$ cat src/rtl/llr_user_scheduler.sv
// Per-symbol user sequencer: walks the user table, restarts the LLR datapath FSM and counts strobes per user.
// Latency: sym_start -> LOAD in 1 cycle, RUN after FSM_RST_CYCLES more; no backpressure, stray strobes only flag an error.
module llr_user_scheduler #(
    parameter int MAX_USERS      = 8,
    parameter int FSM_RST_CYCLES = 2
) (
    input  logic                         i_core_clk,
    input  logic                         i_rx_rstn,
    input  logic                         i_cfg_wr_en,
    input  logic [$clog2(MAX_USERS)-1:0] i_cfg_wr_addr,
    input  logic [15:0]                  i_cfg_re_amounts,
    input  logic [15:0]                  i_cfg_iq_noise_rate,
    input  logic                         i_sym_start,
    input  logic [4:0]                   i_user_num,
    input  logic                         i_data_strobe,
    output logic                         o_rx_fsm_rstn,
    output logic [15:0]                  o_cur_user_re_amounts,
    output logic [15:0]                  o_user_iq_noise_rate,
    output logic [$clog2(MAX_USERS)-1:0] o_user_idx,
    output logic                         o_busy,
    output logic                         o_user_done,
    output logic                         o_sym_done,
    output logic                         o_err_cfg,
    output logic                         o_err_strobe
);
    localparam int         AW       = $clog2(MAX_USERS);
    localparam logic [4:0] MAX_NUM  = 5'(MAX_USERS);
    localparam logic [3:0] RST_LAST = 4'(FSM_RST_CYCLES - 1);

    typedef struct packed {
        logic [15:0] re_amounts;
        logic [15:0] iq_noise_rate;
    } user_cfg_t;

    typedef enum logic [2:0] {S_IDLE, S_LOAD, S_FRST, S_RUN, S_NEXT, S_DONE} state_t;

    user_cfg_t     cfg_tbl [MAX_USERS];
    user_cfg_t     cur_cfg;
    state_t        state, state_nxt;
    logic [AW-1:0] idx_nxt;
    logic [4:0]    user_num, user_num_nxt;
    logic [16:0]   exp_strb, exp_strb_nxt;
    logic [16:0]   strb_cnt, strb_cnt_nxt;
    logic [3:0]    rst_cnt, rst_cnt_nxt;
    logic [15:0]   cur_re_nxt, cur_rate_nxt;
    logic          bad_num_done, err_cfg_nxt;

    assign cur_cfg = cfg_tbl[o_user_idx];

    always_ff @(posedge i_core_clk or negedge i_rx_rstn) begin
        if (!i_rx_rstn) begin
            for (int i = 0; i < MAX_USERS; i++) cfg_tbl[i] <= '0;
        end else if (i_cfg_wr_en) begin
            cfg_tbl[i_cfg_wr_addr] <= '{re_amounts: i_cfg_re_amounts, iq_noise_rate: i_cfg_iq_noise_rate};
        end
    end

    always_comb begin
        state_nxt    = state;
        idx_nxt      = o_user_idx;
        user_num_nxt = user_num;
        exp_strb_nxt = exp_strb;
        strb_cnt_nxt = strb_cnt;
        rst_cnt_nxt  = rst_cnt;
        cur_re_nxt   = o_cur_user_re_amounts;
        cur_rate_nxt = o_user_iq_noise_rate;
        bad_num_done = 1'b0;
        err_cfg_nxt  = 1'b0;
        case (state)
            S_IDLE: begin
                if (i_sym_start) begin
                    if (i_user_num == 5'd0 || i_user_num > MAX_NUM) begin
                        bad_num_done = 1'b1;
                    end else begin
                        user_num_nxt = i_user_num;
                        idx_nxt      = '0;
                        state_nxt    = S_LOAD;
                    end
                end
            end
            S_LOAD: begin
                cur_re_nxt   = cur_cfg.re_amounts;
                cur_rate_nxt = cur_cfg.iq_noise_rate;
                // Two REs per strobe; an odd RE count still needs a final strobe.
                exp_strb_nxt = ({1'b0, cur_cfg.re_amounts} + 17'd1) >> 1;
                strb_cnt_nxt = '0;
                rst_cnt_nxt  = '0;
                if (cur_cfg.re_amounts == 16'd0 || cur_cfg.iq_noise_rate == 16'd0) begin
                    err_cfg_nxt = 1'b1;
                    state_nxt   = S_NEXT;
                end else begin
                    state_nxt = S_FRST;
                end
            end
            S_FRST: begin
                if (rst_cnt == RST_LAST) state_nxt = S_RUN;
                else                     rst_cnt_nxt = rst_cnt + 4'd1;
            end
            S_RUN: begin
                if (i_data_strobe) begin
                    strb_cnt_nxt = strb_cnt + 17'd1;
                    if (strb_cnt + 17'd1 == exp_strb) state_nxt = S_NEXT;
                end
            end
            S_NEXT: begin
                if (5'(o_user_idx) == user_num - 5'd1) begin
                    state_nxt = S_DONE;
                end else begin
                    idx_nxt   = o_user_idx + AW'(1);
                    state_nxt = S_LOAD;
                end
            end
            S_DONE:  state_nxt = S_IDLE;
            default: state_nxt = S_IDLE;
        endcase
    end

    // Flags are registered from the next state so each pulse lines up with the state it names.
    always_ff @(posedge i_core_clk or negedge i_rx_rstn) begin
        if (!i_rx_rstn) begin
            state                 <= S_IDLE;
            user_num              <= '0;
            exp_strb              <= '0;
            strb_cnt              <= '0;
            rst_cnt               <= '0;
            o_user_idx            <= '0;
            o_cur_user_re_amounts <= '0;
            o_user_iq_noise_rate  <= '0;
            o_rx_fsm_rstn         <= 1'b0;
            o_busy                <= 1'b0;
            o_user_done           <= 1'b0;
            o_sym_done            <= 1'b0;
            o_err_cfg             <= 1'b0;
            o_err_strobe          <= 1'b0;
        end else begin
            state                 <= state_nxt;
            user_num              <= user_num_nxt;
            exp_strb              <= exp_strb_nxt;
            strb_cnt              <= strb_cnt_nxt;
            rst_cnt               <= rst_cnt_nxt;
            o_user_idx            <= idx_nxt;
            o_cur_user_re_amounts <= cur_re_nxt;
            o_user_iq_noise_rate  <= cur_rate_nxt;
            o_rx_fsm_rstn         <= (state_nxt != S_FRST);
            o_busy                <= (state_nxt inside {S_LOAD, S_FRST, S_RUN, S_NEXT});
            o_user_done           <= (state_nxt == S_NEXT);
            o_sym_done            <= (state_nxt == S_DONE) || bad_num_done;
            o_err_cfg             <= err_cfg_nxt;
            o_err_strobe          <= i_data_strobe && (state != S_RUN);
        end
    end
endmodule

$ cat config.mk
export PLATFORM = sky130hd
export DESIGN_NAME = llr_user_scheduler
export DESIGN_NICKNAME = d
export VERILOG_FILES = /design/src/rtl/llr_user_scheduler.sv
export SDC_FILE = /design/constraint.sdc
export NUM_CORES = 1
export LEC_CHECK = 0
export ABC_AREA = 0
export BUFFER_PORTS_ARGS = -buffer_cell sky130_fd_sc_hd__buf_2
export CORE_MARGIN = 5
export CORE_UTILIZATION = 50
export DETAILED_ROUTE_END_ITERATION = 8
export GPL_TIMING_DRIVEN = 0
export PLACE_DENSITY_LB_ADDON = 0.3
export SLEW_MARGIN = 20
export SYNTH_ARGS = -nofsm -noshare
export SYNTH_HDL_FRONTEND = slang
export SYNTH_SLANG_ARGS = --single-unit
$ cat constraint.sdc
create_clock -name i_core_clk -period 8.5 [get_ports i_core_clk]
set_input_delay 0 -clock i_core_clk [delete_from_list [all_inputs] [get_ports i_core_clk]]
set_output_delay 0 -clock i_core_clk [all_outputs]
set_load 0.02 [all_outputs]
## After elaboration in Yosys (flattened, before gate mapping)

Index checks and enable logic that the tools add are counted.

| operators by class | value |
|---|---|
| bitwise operators | 3 |
| equal/unequal tests | 19 |
| order comparisons | 4 |
| add/subtract/negate cells | 5 |
| reductions and logical operators | 17 |
| muxes and demuxes | 27 |

Operator list:

| kind | number |
|---|---|
| $bwmux 256 | 1 |
| $bmux 32 s3 | 1 |
| $demux 32 s3 | 1 |
| $mux 32 | 3 |
| $pmux 17 s2 | 1 |
| $logic_not 16->1 | 2 |
| $mux 3 | 10 |
| $add 16x1->17 const B | 1 |
| $add 17x1->17 const B | 1 |
| $eq 17x16->1 | 1 |
| $mux 17 | 1 |
| $pmux 3 s5 | 1 |
| $eq 3x2->1 const B | 4 |
| $ne 2x2->1 const B | 5 |
| $eq 3x3->1 const B | 3 |
| $ge 4x4->1 const B | 2 |
| $not 3->4 | 2 |
| $pmux 4 s2 | 1 |
| $eq 3x1->1 const B | 2 |
| $ne 3x2->1 const B | 2 |
| $pmux 3 s2 | 1 |
| $reduce_bool 2->1 | 3 |
| $eq 3x5->1 | 1 |
| $gt 5x4->1 const B | 1 |
| 16 further kinds | 24 |

| word-level totals | value |
|---|---|
| input bits | 45 |
| output and inout port bits | 41 |
| register bits after elaboration | 342 |

## Longest topological paths before layout

| depth | value |
|---|---|
| word-level depth | 10 |
| depth in mapped cells | 11 |

## Worst setup path before layout

OpenSTA, ideal clock, no wires.

| timing | value |
|---|---|
| path kind | flip-flop to flip-flop |
| from | register o_user_idx[0] |
| to | register o_busy |
| required time | 8.371 ns |
| arrival time | 2.831 ns |
| slack | 5.539 ns |
| stages on the path, launching flop included | 11 |
| cells stage by stage | dfrtp_1 -> buf_2 -> buf_4 -> mux4_2 -> mux2i_1 -> ha_1 -> nand4_1 -> nor2_1 -> a21oi_1 -> a22o_1 -> o41a_1 |

| on the way | value |
|---|---|
| cells in the longest elaborated chain, start to end | 10 |
| elaborated cells on any way between the ends | 16 |
| classes of those cells | eq/ne: 5; mux: 6; bitwise: 1; reduce/logical: 4 |

RTL lines:

| what | line | text |
|---|---|---|
| start, declared | 19 | `output logic [$clog2(MAX_USERS)-1:0] o_user_idx,` |
| start signal, assigned | 141 | `o_user_idx <= idx_nxt;` |
| $not 3->4 (not written as such) * | 48 | `assign cur_cfg = cfg_tbl[o_user_idx];` |
| $bmux 32 s3 * | 48 |  |
| $mux 32 (not written as such) * (2 in series) | 48 |  |
| $logic_not 16->1 | 88 | `if (cur_cfg.re_amounts == 16'd0 \|\| cur_cfg.iq_noise_rate == 16'd0) begin` |
| $logic_or 1x1->1 * | 88 |  |
| $mux 3 * | 88 |  |
| $pmux 3 s5 * | 69 | `case (state)` |
| net state_nxt[1] | 39 | `state_t state, state_nxt;` |
| $eq 3x1->1 (tied with other cells) | 145 | `o_busy <= (state_nxt inside {S_LOAD, S_FRST, S_RUN, S_NEXT});` |
| $reduce_bool 4->1 * | 145 |  |
| end signal, assigned | 145 |  |
| end, declared | 20 | `output logic o_busy,` |

Mark *: on every way through the listed nets, which the timed path passes. The rest lies on a longest branch. The select of a mux whose other input is x is not followed.
A chain may end at the register's enable or synchronous reset.

## Final worst setup path

| timing | value |
|---|---|
| from | register o_user_idx[2] |
| to | register o_busy |

Same word-level chain as after synthesis.

==> impl_results.html <==
<table>
<tr><th>Metric</th><th>Value</th></tr>
<tr><th colspan="2">Layout</th></tr>
<tr><td>Nets</td><td>1389</td></tr>
<tr><td>Final instance count without filler cells</td><td>1763</td></tr>
<tr><td>Finished layout cell area</td><td>0.0187 mm^2</td></tr>
<tr><td>Layout fillers</td><td>2508</td></tr>
<tr><td>Area growth from synthesis to layout</td><td>16.9%</td></tr>
<tr><td>Fraction of layout instances using a drive strength above 1</td><td>36.0%</td></tr>
<tr><th colspan="2">STA</th></tr>
<tr><td>Maximum frequency from static timing analysis</td><td>0.245 GHz</td></tr>
<tr><td>Ratio of final minimum period to clock period</td><td>48.0%</td></tr>
<tr><td>Final number of hold-violating endpoints</td><td>0</td></tr>
<tr><td>Setup TNS after final layout</td><td>0 ps</td></tr>
<tr><td>Time the worst path needs with I/O delays and setup</td><td>4080 ps</td></tr>
<tr><td>Final-report max-slew violation count</td><td>0</td></tr>
<tr><td>Pin slew with the least headroom to its limit</td><td>907 ps</td></tr>
<tr><td>Slew headroom</td><td>37.8%</td></tr>
<tr><td>Count of endpoints failing setup in the final report</td><td>0</td></tr>
<tr><td>Final Skew</td><td>11.4 ps</td></tr>
<tr><td>Setup repair after global routing missed its margin</td><td>no</td></tr>
<tr><td>Hold slack</td><td>65.7 ps</td></tr>
<tr><th colspan="2">Place</th></tr>
<tr><td>Instance count after placement with tap cells included</td><td>1657</td></tr>
<tr><td>Estimated wirelength of the detail-placed design</td><td>25.7 mm</td></tr>
<tr><td>Weighted congestion at the end of routability-driven global placement</td><td>0.862</td></tr>
<tr><td>Post-DP Area</td><td>0.0170 mm^2</td></tr>
<tr><td>Buffers added on ports</td><td>82</td></tr>
<tr><th colspan="2">Clock network</th></tr>
<tr><td>H-Tree Level Count</td><td>2</td></tr>
<tr><td>CTS tree</td><td>built</td></tr>
<tr><td>Inserted Clock Buffers</td><td>38</td></tr>
<tr><td>Worst-path clk slew</td><td>60 ps</td></tr>
<tr><td>Number of instances resized during post-cts repair</td><td>0</td></tr>
<tr><td>Skew-Pair Late Insertion Delay</td><td>510 ps</td></tr>
<tr><td>Max Buffers Root-to-Sink</td><td>3</td></tr>
<tr><td>Number of clock sinks</td><td>342</td></tr>
<tr><td>Root Driver</td><td>clkbuf_16</td></tr>
<tr><th colspan="2">Synthesis</th></tr>
<tr><td>Share of flip-flops with an asynchronous set or reset</td><td>100%</td></tr>
<tr><td>Commonest cells in the synthesized netlist</td><td>dfrtp_1, mux2_2, nand2_1</td></tr>
<tr><td>Synth area leaders</td><td>dfrtp_1, mux2_2, mux4_2</td></tr>
<tr><td>Synth top area share</td><td>53.5%</td></tr>
<tr><td>Count of synthesis-stage warnings from yosys</td><td>0</td></tr>
<tr><td>Library cells used by synthesis</td><td>57</td></tr>
<tr><td>Number of synthesized flops with an enable pin</td><td>0</td></tr>
<tr><td>FF+latch count, synth</td><td>342</td></tr>
<tr><td>Netlist area before placement</td><td>0.0160 mm^2</td></tr>
<tr><td>Count of mapped cells out of synthesis</td><td>1169</td></tr>
<tr><td>Syn_area_per_cell</td><td>13.7 um^2</td></tr>
<tr><td>Synth area leader</td><td>dfrtp_1</td></tr>
<tr><td>Net count after synthesis</td><td>1221</td></tr>
<tr><td>Dominant cell by count in the synthesized netlist</td><td>dfrtp_1</td></tr>
<tr><td>Sequential-to-total area share from yosys stat</td><td>53.5%</td></tr>
<tr><td>Primary flip-flop cell chosen by synthesis mapping</td><td>dfrtp_1</td></tr>
<tr><th colspan="2">Critical path</th></tr>
<tr><td>Worst path slowest cell</td><td>clkbuf_1</td></tr>
<tr><td>Critical path required time</td><td>8880 ps</td></tr>
<tr><td>Worst endpoint data arrival time</td><td>4460 ps</td></tr>
<tr><td>Worst path cell trace</td><td>buf_4, clkbuf_1, mux4_2, mux2i_1, nand4_1, nor4_1, a21oi_1, a22o_1, o41a_1</td></tr>
<tr><td>Worst setup path category</td><td>reg2reg</td></tr>
<tr><td>Crit path capture type</td><td>flip-flop</td></tr>
<tr><td>Startpoint Class</td><td>flip-flop</td></tr>
<tr><td>Largest fanout of any net on the critical path</td><td>10</td></tr>
<tr><td>Crit-path max cell delay</td><td>700 ps</td></tr>
<tr><th colspan="2">Job</th></tr>
<tr><td>Reported max-cap violation count</td><td>0</td></tr>
<tr><th colspan="2">Power and ir drop</th></tr>
<tr><td>Final total power</td><td>0.00598 W</td></tr>
<tr><td>PwrDens</td><td>320 mW/mm^2</td></tr>
<tr><td>Worst ir drop on vdd</td><td>0.000151 V</td></tr>
<tr><td>Leakage dissipation</td><td>8.08 nW</td></tr>
<tr><th colspan="2">GRT</th></tr>
<tr><td>Number of global-route vias before repair</td><td>10800</td></tr>
<tr><td>Largest net degree at the start of global routing</td><td>80</td></tr>
<tr><td>Total track usage</td><td>21.5%</td></tr>
<tr><td>First-pass GRT wire length</td><td>61.3 mm</td></tr>
<tr><td>Global route overflow</td><td>0</td></tr>
<tr><td>Antenna violations before repair</td><td>4</td></tr>
<tr><th colspan="2">Floorplanning</th></tr>
<tr><td>Die outline area</td><td>0.0357 mm^2</td></tr>
<tr><td>Die X-Extent</td><td>189 um</td></tr>
<tr><td>Number of placement rows</td><td>65</td></tr>
<tr><td>Placeable Area</td><td>0.0316 mm^2</td></tr>
<tr><td>Die span in y</td><td>189 um</td></tr>
<tr><td>Effective utilization at floorplan</td><td>50.7%</td></tr>
<tr><td>Count of boundary I/O pins</td><td>86</td></tr>
<tr><th colspan="2">Route</th></tr>
<tr><td>Routed via count</td><td>10200</td></tr>
<tr><td>Routed wire length per instance</td><td>21.4 um</td></tr>
<tr><td>Post-route DRC</td><td>0</td></tr>
<tr><td>Number of vias per cell</td><td>5.79</td></tr>
<tr><td>Detailed-routing iteration count for the pre-antenna-repair pass</td><td>5</td></tr>
<tr><td>Detailed Route Iter0 Violations</td><td>657</td></tr>
<tr><td>WL final</td><td>37.7 mm</td></tr>
<tr><td>Antenna viol nets, final</td><td>0</td></tr>
<tr><th colspan="2">Min path</th></tr>
<tr><td>Type of the tightest min-delay check</td><td>in2reg</td></tr>
<tr><th colspan="2">Outcome</th></tr>
<tr><td>Run status</td><td>complete, no violations</td></tr>
</table>
[critical path: cells and delay by family, from the launching register on]
family          cells  cell delay, ps
mux                 2             760
buf+inv             2             950
compound gates      3             880
simple gates        2             870
flops               1             480
[power breakdown]
group | leakage, nW | switching [W] | internal, W
clock network | 0.607 | 0.000628 | 0.000998
logic | 3.30 | 0.00111 | 0.000965
registers | 4.17 | 0.000245 | 0.00203
[cell families after synthesis]
family / count (synthesis) / share of synthesized area (%)
AO/OA/AOI/OAI: 110 / 3.89
XOR/XNOR: 44 / 2.50
adder cells (fa/ha/maj): 7 / 0.547
buffers and inverters: 81 / 2.45
flip-flops: 342 / 53.5
multiplexers: 359 / 29.9
AND/OR/NAND/NOR: 226 / 7.24
[routing by layer]
| metal | global-route usage, % | up-vias | part of all wire, % |
|---|---|---|---|
| li1 | - | 4628 | - |
| met1 | 29.9 | 5290 | 45 |
| met2 | 35.8 | 219 | 49 |
| met3 | 4.00 | 61 | 4.7 |
| met4 | 4.76 | 6 | 1.8 |
| met5 | 0 | - | 0.064 |
[path summary, 6_finish.rpt]
kind | from | to | slack, ps | depth (start not counted)
setup / recovery | o_user_idx[2]$_DFFE_PN0P_ | o_busy$_DFF_PN0_ | 4420 | 9
hold / removal | i_cfg_wr_addr[0] | cfg_tbl[223]$_DFFE_PN0P_ | 70 | 4
setup reg to reg | o_user_idx[2]$_DFFE_PN0P_ | o_busy$_DFF_PN0_ | 4420 | 9
hold reg to reg | o_user_iq_noise_rate[9]$_DFFE_PN0P_ | o_user_iq_noise_rate[9]$_DFFE_PN0P_ | 480 | 2
max in group asynchronous | i_rx_rstn | strb_cnt[4]$_DFFE_PN0P_ | 6740 | 6
min in group asynchronous | i_rx_rstn | cfg_tbl[51]$_DFFE_PN0P_ | 440 | 3
[cells in the final DEF (no fill, tap or decap), types with 4 or more instances in the layout]
cell type      instances
nand2b_1               8
nor2_1                38
buf_4                  8
inv_1                  9
a21oi_1               11
nand4_1               18
and4_1                 4
nand3_1               14
clkbuf_1              55
mux2_2               262
o21ai_0               67
dlygate4sd3_1         41
o21ai_1               10
nor3b_1                4
xor2_1                20
nor3_1                16
ha_1                   7
xnor2_1               23
a22o_1                 5
nand2_1               83
clkbuf_16             39
buf_16                 4
mux4_2                48
and3_1                 4
dfrtp_1              342
mux2i_1               30
nor4_1                 8
clkbuf_8               8
buf_2                 95
mux4_1                14
nor2b_1                5
[state kept, by name (all words and copies together), names as in the netlist]
| register | flops |
|---|---|
| o_rx_fsm_rstn | 1 |
| exp_strb | 16 |
| o_user_done | 1 |
| o_sym_done | 1 |
| rst_cnt | 4 |
| o_busy | 1 |
| state | 3 |
| o_user_iq_noise_rate | 16 |
| o_err_strobe | 1 |
| o_err_cfg | 1 |
| user_num | 5 |
| o_user_idx | 3 |
| cfg_tbl | 256 |
| strb_cnt | 17 |
| o_cur_user_re_amounts | 16 |
[area by class of cell]
class / count / area, um^2 / share of cell area [%]
Multi-Input combinational cell: 746 / 7050 / 37.7
Buffer: 72 / 358 / 1.91
Antenna cell: 1 / 2.50 / 0.0134
Clock inverter: 7 / 114 / 0.609
Timing Repair Buffer: 128 / 961 / 5.14
Inverter: 9 / 33.8 / 0.181
Sequential cell: 342 / 8560 / 45.8
Tap cell: 402 / 503 / 2.69
Clock buffer: 56 / 1120 / 5.99
[repair_timing]
action	in CTS	in global routing
hold endpoints to repair	460	0
hold buffers	42	0
buffers inserted	0	0
[stage by stage]
stage          setup slack (ps)  util, %
2_1_floorplan              5540        -
3_3_place_gp                894     53.6
3_5_place_dp               4510     54.0
4_1_cts                    4450     59.3
5_1_grt                    4280     59.3
6_report                   4420     59.3
No activity file was read; power rests on OpenSTA's default activity.
